==> src/rtl/aes_pkg.sv <==
// ---------------------------------------------------------------------------
// aes_pkg
// Shared constants, types and helper functions for the AES-128 key schedule
// blocks (aes_inv_key_sched, aes_sbox).
//
// Contents:
//   RCON_FIRST / RCON_LAST  first and last forward round constants
//   RCON_INV_POLY           reduction term for the backward rcon step
//   XTIME_POLY              GF(2^8) reduction term for xtime
//   AES_ROUNDS              AES-128 round count
//   ks_state_t              key-schedule FSM state encoding
//   xtime / rcon_inv_step / rot_word helpers
//
// Configuration macro: AES_INV_KS_FWD_EN adds the ST_FWD state.
// ---------------------------------------------------------------------------
package aes_pkg;

  localparam logic [7:0]  RCON_FIRST    = 8'h01;
  localparam logic [7:0]  RCON_LAST     = 8'h36;
  localparam logic [7:0]  RCON_INV_POLY = 8'h8d;
  localparam logic [7:0]  XTIME_POLY    = 8'h1b;
  localparam int unsigned AES_ROUNDS    = 10;

  typedef enum logic [1:0] {
    ST_IDLE = 2'd0,
`ifdef AES_INV_KS_FWD_EN
    ST_FWD  = 2'd1,
`endif
    ST_EMIT = 2'd2
  } ks_state_t;

  // Multiply by x in GF(2^8) modulo x^8+x^4+x^3+x+1.
  function automatic logic [7:0] xtime(input logic [7:0] b);
    return b[7] ? ({b[6:0], 1'b0} ^ XTIME_POLY) : {b[6:0], 1'b0};
  endfunction

  // Divide by x in GF(2^8): undoes xtime, so it walks the forward rcon
  // sequence backwards (0x36 -> 0x1b -> 0x80 -> ... -> 0x01).
  function automatic logic [7:0] rcon_inv_step(input logic [7:0] r);
    return r[0] ? ((r >> 1) ^ RCON_INV_POLY) : (r >> 1);
  endfunction

  // Rotate a word left by one byte: [a0,a1,a2,a3] -> [a1,a2,a3,a0].
  function automatic logic [31:0] rot_word(input logic [31:0] w);
    return {w[23:0], w[31:24]};
  endfunction

endpackage

==> src/rtl/aes_sbox.sv <==
// ---------------------------------------------------------------------------
// aes_sbox
// Combinational AES forward S-box. The multiplicative inverse is formed as
// x^254 by square-and-multiply in GF(2^8), followed by the affine transform.
//
// Ports:
//   in_byte   in  8  input byte
//   out_byte  out 8  SubBytes(in_byte)
// ---------------------------------------------------------------------------
module aes_sbox
  import aes_pkg::*;
(
  input  logic [7:0] in_byte,
  output logic [7:0] out_byte
);

  function automatic logic [7:0] gf_mul(input logic [7:0] a, input logic [7:0] b);
    logic [7:0] p;
    logic [7:0] aa;
    logic [7:0] bb;
    p  = 8'h00;
    aa = a;
    bb = b;
    for (int i = 0; i < 8; i++) begin
      if (bb[0]) p = p ^ aa;
      aa = xtime(aa);
      bb = bb >> 1;
    end
    return p;
  endfunction

  // x^254 = x^2 * x^4 * ... * x^128; maps 0 to 0 as the S-box requires.
  function automatic logic [7:0] gf_inv(input logic [7:0] x);
    logic [7:0] sq;
    logic [7:0] acc;
    sq  = x;
    acc = 8'h01;
    for (int i = 1; i < 8; i++) begin
      sq  = gf_mul(sq, sq);
      acc = gf_mul(acc, sq);
    end
    return acc;
  endfunction

  logic [7:0] inv_next;

  always_comb begin
    inv_next = gf_inv(in_byte);
    // Affine map: b ^ rotl1 ^ rotl2 ^ rotl3 ^ rotl4 ^ 0x63.
    out_byte = inv_next
             ^ {inv_next[6:0], inv_next[7]}
             ^ {inv_next[5:0], inv_next[7:6]}
             ^ {inv_next[4:0], inv_next[7:5]}
             ^ {inv_next[3:0], inv_next[7:4]}
             ^ 8'h63;
  end

endmodule

==> src/rtl/aes_inv_key_sched.sv <==
// ---------------------------------------------------------------------------
// aes_inv_key_sched
// Reverse AES-128 key schedule. Loads the round-10 key and emits round keys
// 10 down to 0 over a valid/ready handshake, one key per accepted transfer.
//
// Ports:
//   clk       in  1    clock
//   rstn      in  1    asynchronous active-low reset
//   kld       in  1    load pulse; samples key_in and restarts the sequence
//   key_in    in  128  round-10 key (cipher key with AES_INV_KS_FWD_EN)
//   rk_out    out 128  current round key, word 0 = [127:96]
//   rk_round  out 4    round index of rk_out
//   rk_valid  out 1    rk_out/rk_round valid
//   rk_ready  in  1    consumer accepts when rk_valid & rk_ready
//   busy      out 1    high from kld until round-0 key accepted
//   done      out 1    one-cycle pulse after round-0 key accepted
//
// Configuration macro: AES_INV_KS_FWD_EN -- key_in is the cipher key and a
// FWD state expands it to round 10 (10 cycles) before emitting. The four
// S-boxes are shared between forward and backward steps.
// ---------------------------------------------------------------------------
module aes_inv_key_sched
  import aes_pkg::*;
(
  input  logic         clk,
  input  logic         rstn,
  input  logic         kld,
  input  logic [127:0] key_in,
  output logic [127:0] rk_out,
  output logic [3:0]   rk_round,
  output logic         rk_valid,
  input  logic         rk_ready,
  output logic         busy,
  output logic         done
);

  ks_state_t    state_reg;
  logic [127:0] key_reg;
  logic [3:0]   round_reg;
  logic         valid_reg;
  logic         busy_reg;
  logic         done_reg;
  logic [7:0]   rcon_reg;
`ifdef AES_INV_KS_FWD_EN
  logic [3:0]   fwd_cnt_reg;
  logic [127:0] fwd_key_next;
`endif

  logic [31:0]  cur_w [4];
  logic [31:0]  bwd_w3_next;
  logic [31:0]  sub_in;
  logic [31:0]  sub_out;
  logic [31:0]  rcon_word;
  logic [127:0] prev_key_next;

  // Split the key register into words, word 0 in the top bits.
  generate
    for (genvar gi = 0; gi < 4; gi++) begin : g_words
      assign cur_w[gi] = key_reg[127-32*gi -: 32];
    end
  endgenerate

  assign rcon_word   = {rcon_reg, 24'h000000};
  assign bwd_w3_next = cur_w[3] ^ cur_w[2];

  // Backward step needs the previous key's w3, the forward step uses the
  // current w3; the shared S-box input is steered by state.
`ifdef AES_INV_KS_FWD_EN
  assign sub_in = (state_reg == ST_FWD) ? rot_word(cur_w[3]) : rot_word(bwd_w3_next);
`else
  assign sub_in = rot_word(bwd_w3_next);
`endif

  generate
    for (genvar gi = 0; gi < 4; gi++) begin : g_sbox
      aes_sbox u_sbox (
        .in_byte  (sub_in[8*gi +: 8]),
        .out_byte (sub_out[8*gi +: 8])
      );
    end
  endgenerate

  assign prev_key_next = {cur_w[0] ^ sub_out ^ rcon_word,
                          cur_w[1] ^ cur_w[0],
                          cur_w[2] ^ cur_w[1],
                          bwd_w3_next};

`ifdef AES_INV_KS_FWD_EN
  logic [31:0] fwd_w0_next;
  logic [31:0] fwd_w1_next;
  logic [31:0] fwd_w2_next;
  logic [31:0] fwd_w3_next;

  assign fwd_w0_next  = cur_w[0] ^ sub_out ^ rcon_word;
  assign fwd_w1_next  = cur_w[1] ^ fwd_w0_next;
  assign fwd_w2_next  = cur_w[2] ^ fwd_w1_next;
  assign fwd_w3_next  = cur_w[3] ^ fwd_w2_next;
  assign fwd_key_next = {fwd_w0_next, fwd_w1_next, fwd_w2_next, fwd_w3_next};
`endif

  always_ff @(posedge clk or negedge rstn) begin
    if (!rstn) begin
      state_reg   <= ST_IDLE;
      key_reg     <= '0;
      round_reg   <= '0;
      valid_reg   <= 1'b0;
      busy_reg    <= 1'b0;
      done_reg    <= 1'b0;
      rcon_reg    <= RCON_LAST;
`ifdef AES_INV_KS_FWD_EN
      fwd_cnt_reg <= '0;
`endif
    end else begin
      done_reg <= 1'b0;
      // kld wins over everything, including a same-cycle handshake; the
      // aborted sequence produces no done pulse.
      if (kld) begin
        key_reg   <= key_in;
        round_reg <= 4'(AES_ROUNDS);
        busy_reg  <= 1'b1;
`ifdef AES_INV_KS_FWD_EN
        state_reg   <= ST_FWD;
        valid_reg   <= 1'b0;
        rcon_reg    <= RCON_FIRST;
        fwd_cnt_reg <= '0;
`else
        state_reg <= ST_EMIT;
        valid_reg <= 1'b1;
        rcon_reg  <= RCON_LAST;
`endif
      end else begin
        case (state_reg)
          ST_IDLE: begin
            // Waiting for kld; rk_ready is ignored here.
          end
`ifdef AES_INV_KS_FWD_EN
          ST_FWD: begin
            key_reg <= fwd_key_next;
            if (fwd_cnt_reg == 4'(AES_ROUNDS - 1)) begin
              state_reg <= ST_EMIT;
              valid_reg <= 1'b1;
              round_reg <= 4'(AES_ROUNDS);
              rcon_reg  <= RCON_LAST;
            end else begin
              rcon_reg    <= xtime(rcon_reg);
              fwd_cnt_reg <= fwd_cnt_reg + 4'd1;
            end
          end
`endif
          ST_EMIT: begin
            if (rk_ready) begin
              if (round_reg == 4'd0) begin
                state_reg <= ST_IDLE;
                valid_reg <= 1'b0;
                busy_reg  <= 1'b0;
                done_reg  <= 1'b1;
              end else begin
                key_reg   <= prev_key_next;
                round_reg <= round_reg - 4'd1;
                rcon_reg  <= rcon_inv_step(rcon_reg);
              end
            end
          end
          default: begin
            state_reg <= ST_IDLE;
            valid_reg <= 1'b0;
            busy_reg  <= 1'b0;
          end
        endcase
      end
    end
  end

  assign rk_out   = key_reg;
  assign rk_round = round_reg;
  assign rk_valid = valid_reg;
  assign busy     = busy_reg;
  assign done     = done_reg;

endmodule

==> config.mk <==
export PLATFORM = sky130hd
export DESIGN_NAME = aes_inv_key_sched
export DESIGN_NICKNAME = d
export VERILOG_FILES = /design/src/rtl/aes_pkg.sv /design/src/rtl/aes_sbox.sv /design/src/rtl/aes_inv_key_sched.sv
export SDC_FILE = /design/constraint.sdc
export NUM_CORES = 2
export LEC_CHECK = 0
export BUFFER_PORTS_ARGS = -buffer_cell sky130_fd_sc_hd__clkbuf_2
export CAP_MARGIN = 10
export CORE_MARGIN = 1
export CORE_UTILIZATION = 50
export DETAILED_ROUTE_END_ITERATION = 7
export HOLD_SLACK_MARGIN = 0.15
export PLACE_DENSITY_LB_ADDON = 0.3
export SKIP_CTS_REPAIR_TIMING = 1
export SYNTH_ARGS = -nofsm -noshare
export SYNTH_HDL_FRONTEND = slang
export SYNTH_SLANG_ARGS = --single-unit
export TNS_END_PERCENT = 50
==> constraint.sdc <==
create_clock -name clk -period 38.7 [get_ports clk]
set_clock_uncertainty 0.15 [all_clocks]
set_input_delay 3.87 -clock clk [delete_from_list [all_inputs] [get_ports clk]]
set_output_delay 3.87 -clock clk [all_outputs]
set_load 0.02 [all_outputs]
# == Word-level counts from Yosys, hierarchy flattened ==
# Cells that the tools add are included.
# word_totals
register_bits,144
out_inout_bits,135
wordCells,1637
# op_classes
addsub,1
n_eq_ne,5
n_mux,837
bitwise_logic,782
n_reduce_logical,6
# ops
cell,count
$mux W8,425
$xor A8 B8 Y8,380
$mux W5,368
$not A4 Y4,368
$mux W128,4
$xor A32 B32 Y32,5
$mux W4,8
$mux W7,4
$not A1 Y1 const A,28
$mux W6,4
$mux W2,7
$mux W3,4
$mux W1,11
$ne A3 B3 Y1 const B,2
$reduce_and A3 Y1,2
$logic_not A4 Y1,1
$ne A2 B2 Y1 const B,2
$not A3 Y4,1
$pmux W2 S2,1
$reduce_bool A2 Y1,2
$sub A4 B1 Y4 const B,1
$eq A2 B2 Y1 const B,1
$logic_not A2 Y1,1
$pmux W1 S2,1

# == Logic depth before layout (Yosys ltp) ==
# depth
depth_word,139
mapped_depth,68
depth_no_buf,57

# == By module ==
# Synthesis repeated with hierarchy kept, for this count alone.
# hier_totals
cells_unflattened,9369
area_unflattened_um2,69610.5
# by_module_without_submodules
module,instances,cells_each,area_per_inst_um2,seq_area_each_um2
aes_sbox (g_sbox[1].u_sbox ...),3,2127,15556.2,0.0
aes_sbox (g_sbox[0].u_sbox),1,1960,14425.1,0.0
aes_inv_key_sched,1,1028,8516.9,3558.4

# == Worst setup path after synthesis ==
# Ideal clock, no wire load.
# synth_path
path_kind,reg-to-reg
from,"reg key_reg[23], in the netlist rk_out[23]"
to,"reg key_reg[122], in the netlist rk_out[122]"
setup_time_ps,82
arrival_ps,16566
setup_slack_ps,21902
stages_incl_launch_ff,66
path_buffers,9
cell_sequence,dfrtp_1 -> xnor2_4 -> inv_2 -> buf_2 -> ha_1 -> xor3_1 -> a21oi_1 -> nand2b_1 -> buf_2 -> inv_1 -> buf_1 -> clkbuf_1 -> ha_1 -> clkbuf_1 -> xnor3_1 -> a31oi_1 -> mux2_2 -> or3_1 -> [... 30 more ...] -> xnor3_2 -> xnor2_4 -> nor2_1 -> xnor3_1 -> xnor2_1 -> xnor3_1 -> buf_2 -> xnor2_1 -> nor2_1 -> xnor2_1 -> xnor2_1 -> xnor3_1 -> xnor2_1 -> xnor2_1 -> xor3_1 -> xor3_1 -> or3_1 -> a31oi_1
# synth_via
elab_chain_len,132
word_cells_on_any_way,395
# synth_rtl
element,line,source
start: declaration,aes_inv_key_sched.sv:38,logic [127:0] key_reg;
start signal: assignment,aes_inv_key_sched.sv:118,key_reg <= key_in;
start signal: assignment,aes_inv_key_sched.sv:158,key_reg <= prev_key_next;
$xor A32 B32 Y32 *,aes_inv_key_sched.sv:64,assign bwd_w3_next = cur_w[3] ^ cur_w[2];
$mux W5 / $mux W8 (equally long branches),"aes_pkg.sv:34, aes_sbox.sv:25",
$xor A8 B8 Y8,aes_sbox.sv:25,if (bb[0]) p = p ^ aa;
$mux W8,aes_sbox.sv:25,
$xor A8 B8 Y8,aes_sbox.sv:25,
$mux W8,aes_sbox.sv:25,
$xor A8 B8 Y8,aes_sbox.sv:25,
$mux W8,aes_sbox.sv:25,
[... 115 more ...],--,
$xor A8 B8 Y8,aes_sbox.sv:52,"^ {inv_next[5:0], inv_next[7:6]}"
$xor A8 B8 Y8,aes_sbox.sv:53,"^ {inv_next[4:0], inv_next[7:5]}"
$xor A8 B8 Y8 *,aes_sbox.sv:54,"^ {inv_next[3:0], inv_next[7:4]}"
$xor A32 B32 Y32 * (2 in series),aes_inv_key_sched.sv:83,"assign prev_key_next = {cur_w[0] ^ sub_out ^ rcon_word,"
$mux W128 *,aes_inv_key_sched.sv:152,if (round_reg == 4'd0) begin
$mux W128 *,aes_inv_key_sched.sv:151,if (rk_ready) begin
$mux W128 *,aes_inv_key_sched.sv:132,case (state_reg)
$mux W128 *,aes_inv_key_sched.sv:117,if (kld) begin
# Mark *: on every way between the ends. The rest lies on a longest branch, timed or not. The select of a mux whose other input is x is not followed.
# A chain may end at the register's enable or synchronous reset.

# == Worst setup path in the final report ==
# Ends and elaborated chain as after synthesis.

==> summary by stage <==
Outcome
The flow ran to the end, and the final reports show no timing, DRC or antenna violations.

Route
The average routed wire per standard cell is 19.61 um. The post-detailed-route count of antenna-violating nets is 0. For this run, design rule violations remaining after detail routing come to 0. The number of detailed-route iterations in the first pass is 6. The starting DRC count in detailed routing is 5575. The routed wire length is 185900 um. The mean number of vias per cell is 5.966. Summing over every cut layer, the via total after detailed routing is 56570.

Worst hold path
The worst min-delay path class is register to register.

Placement
The half-perimeter wire length after placement is 138700 um. Once placement completed, the tool counted placed cells totaling 9449. The placed instances occupy a cell area of 63250 um^2.

The number of input and output port buffers inserted is 266. Routability-driven placement finished with a final weighted congestion of 0.9580.

Clock network
The clock root buffer is sky130_fd_sc_hd__clkbuf_16. The total number of clock tree sinks is 142. The worst-skew pair later-pin latency is 530 ps. The count of H-tree levels built during CTS is 4.

The CTS tree is yes. The clock transition time at the flip-flop clock pins of the worst setup and hold paths is 80 ps. No sink is reached through more buffers than the 2 on the longest clock path. The TritonCTS buffer count is 17.

Finish
The final design area excluding fillers is 63790 um^2. The register with the most flip-flops in the layout has 128 of them. Of the cells placed in the final design, the portion with a size suffix greater than 1 is 0.09935. From synthesis to final layout, the design area changed by 6.539%.

In the final layout, flip-flops and latches occupy 3558 um^2. The filler cells instantiated in the layout total 11160. The multi-input combinational cells in the finished layout cover a total of 54330 um^2. Once layout is complete, the cells apart from fillers number 9482.

The net count of the finished layout is 8021.

Worst setup path
In this design, the critical path's most frequently occurring cell is sky130_fd_sc_hd__xnor2_1. The required time of the critical path is 39010 ps. Along the worst path, the maximum fanout reaches 24. For this run, the slowest stage of the critical path takes 860 ps. The critical path contains buffers and inverters numbering 3 combined. The critical path is of the register to register type.

The slowest cell on the critical path is sky130_fd_sc_hd__xnor2_1. STA puts the critical path data arrival time at 20770 ps. The worst setup path is launched from a register. In this design, the largest share of critical-path delay is due to XOR/XNOR gates. The worst setup path is captured at a register.

Yosys
The share of the synthesized area in the top cell type is 0.2272. Counting flops with an async set or reset pin after synthesis yields a share of 1.000. The synthesized design contains 142 register bits.

Yosys mapped a number of flops with a built-in enable equal to 0. The netlist uses 109 different library cells. The top cell type by total area after synthesis is sky130_fd_sc_hd__xnor2_1. The most frequently used cell type in the post-synthesis netlist is sky130_fd_sc_hd__xnor2_1. After synthesis, the most frequently instantiated cells are 1553 x sky130_fd_sc_hd__xnor2_1, 1161 x sky130_fd_sc_hd__nor2_1, 962 x sky130_fd_sc_hd__nand2_1.

For this run, the register share of the synthesized area comes to 0.05943. The cell count after synthesis is 7822. The number of warnings reported in the yosys synthesis log is 0.

The cell area that synthesis handed to floorplanning was 59880 um^2. The most frequently used flop master after synthesis is sky130_fd_sc_hd__dfrtp_1. The average footprint of a synthesized cell is 7.655 um^2. In the post-synthesis netlist, the biggest area contributors are sky130_fd_sc_hd__xnor2_1 23%, sky130_fd_sc_hd__xnor3_1 14%, sky130_fd_sc_hd__xor2_1 7.5%, sky130_fd_sc_hd__nor2_1 7.3%, sky130_fd_sc_hd__nand2_1 6.0%. The net count after synthesis is 7975.

Global route
The maximum number of pins on one net before global-route repair is 140. The via count of the first global-routing pass is 52930. For this run, the total global-route usage over all layers was measured as 0.2976.

The met2 track demand over resource is 0.4866. Global routing finished with a remaining overflow of 0. The layer flagged by global routing as most heavily used is met2.

The initial antenna violation count is 6. The met1 global-route usage is 0.4006. The wire length of the first global-routing pass is 295100 um.

The global-route met3 utilization is 0.06075.

STA
The timing-limited maximum frequency is 0.04887 GHz. The final count of hold timing violations is 0. The actual transition at the worst max-transition pin is 1212 ps. The worst pin sits at a relative slew slack of 0.1891. The count of final setup violators is 0. The final cycle utilization of the critical path is 0.5288. Setup total negative slack on the finished layout was measured at 0 ps. Setup repair after global routing left no endpoint under its margin. The number of slew-limit violations in the final report is 0. Across all hold checks on the routed design, the worst slack comes to 356.4 ps. Counting I/O delays and the setup requirement, the final critical path takes 20460 ps.

Die
The placeable core area is 118400 um^2. The die outline area is 121100 um^2. The chip width is 348.1 um. The starting density of the core is 0.5057. The standard-cell row count is 126. Measured along the y axis, the die boundary spans 348.1 um.

267 I/O pins were placed.

Run
The tool flagged a number of max-cap violations equal to 0.
[placed cells by master, fill, tap and decap left out, drive strengths merged, types with 180 or more instances in the layout]
cell type and n:
a21oi 345, buf 225, clkbuf 286, nand2 962, nor2 1168, nor3 180
o21ai 416, xnor2 1627, xnor3 390, xor2 539
[final cells by class]
type                            instances  share of cell area
Clock inverter                         11            0.001334
Sequential cell                       142             0.05578
Tap cell                             1600             0.03138
Timing Repair Buffer                  490             0.04766
Multi-Input combinational cell       7130              0.8516
Antenna cell                            1          0.00003923
Inverter                               87            0.005119
Clock buffer                           21            0.007061
[path summary, 6_finish.rpt]
check                                 start  slack [ps]           to  cells past startpoint
worst max-delay path             rk_out[23]       18240  rk_out[122]                     57
max in group asynchronous              rstn       33800   rk_out[89]                      2
worst max register to register   rk_out[23]       18240  rk_out[122]                     57
min in group asynchronous              rstn        3230  rk_out[117]                      1
worst min register to register  rcon_reg[5]         360  rcon_reg[4]                      2
worst min-delay path            rcon_reg[5]         360  rcon_reg[4]                      2
[cells by family (layout without fill, tap and decap cells)]
family	count (synthesis)	count (layout)	share of synthesized area
AND/OR/NAND/NOR	2819	2819	0.2006
XOR/XNOR	2619	2619	0.5040
AO/OA/AOI/OAI	1459	1459	0.1573
buffers and inverters	550	609	0.03755
multiplexers	207	207	0.03596
flip-flops	142	142	0.05943
adder cells (fa/ha/maj)	26	26	0.005224
other	0	1	0
[metrics by stage]
stage | util | setup slack, ps
detailed placement | 0.5343 | 18520
global placement | 0.5343 | 19180
CTS | 0.5388 | 18500
floorplan | - | 21900
finish | 0.5388 | 18240
global route | 0.5388 | 16900
[layer usage]
metal | vias up | share of wire | wire (um)
met4 | 6 | 0.020 | 3774
met5 | - | 0.00019 | 36
li1 | 26800 | - | -
met3 | 282 | 0.096 | 17760
met2 | 2531 | 0.46 | 85730
met1 | 26950 | 0.42 | 78630
[tightest hold or removal path: stages (launching register included)]
cell and delay [ps]:
sky130_fd_sc_hd__dfstp_2 390, sky130_fd_sc_hd__nand2_1 50, sky130_fd_sc_hd__nand3_1 60
Power is left out: the tool's default activity adds up to more than one toggle a clock period on the data nets, which glitch-free logic cannot reach.
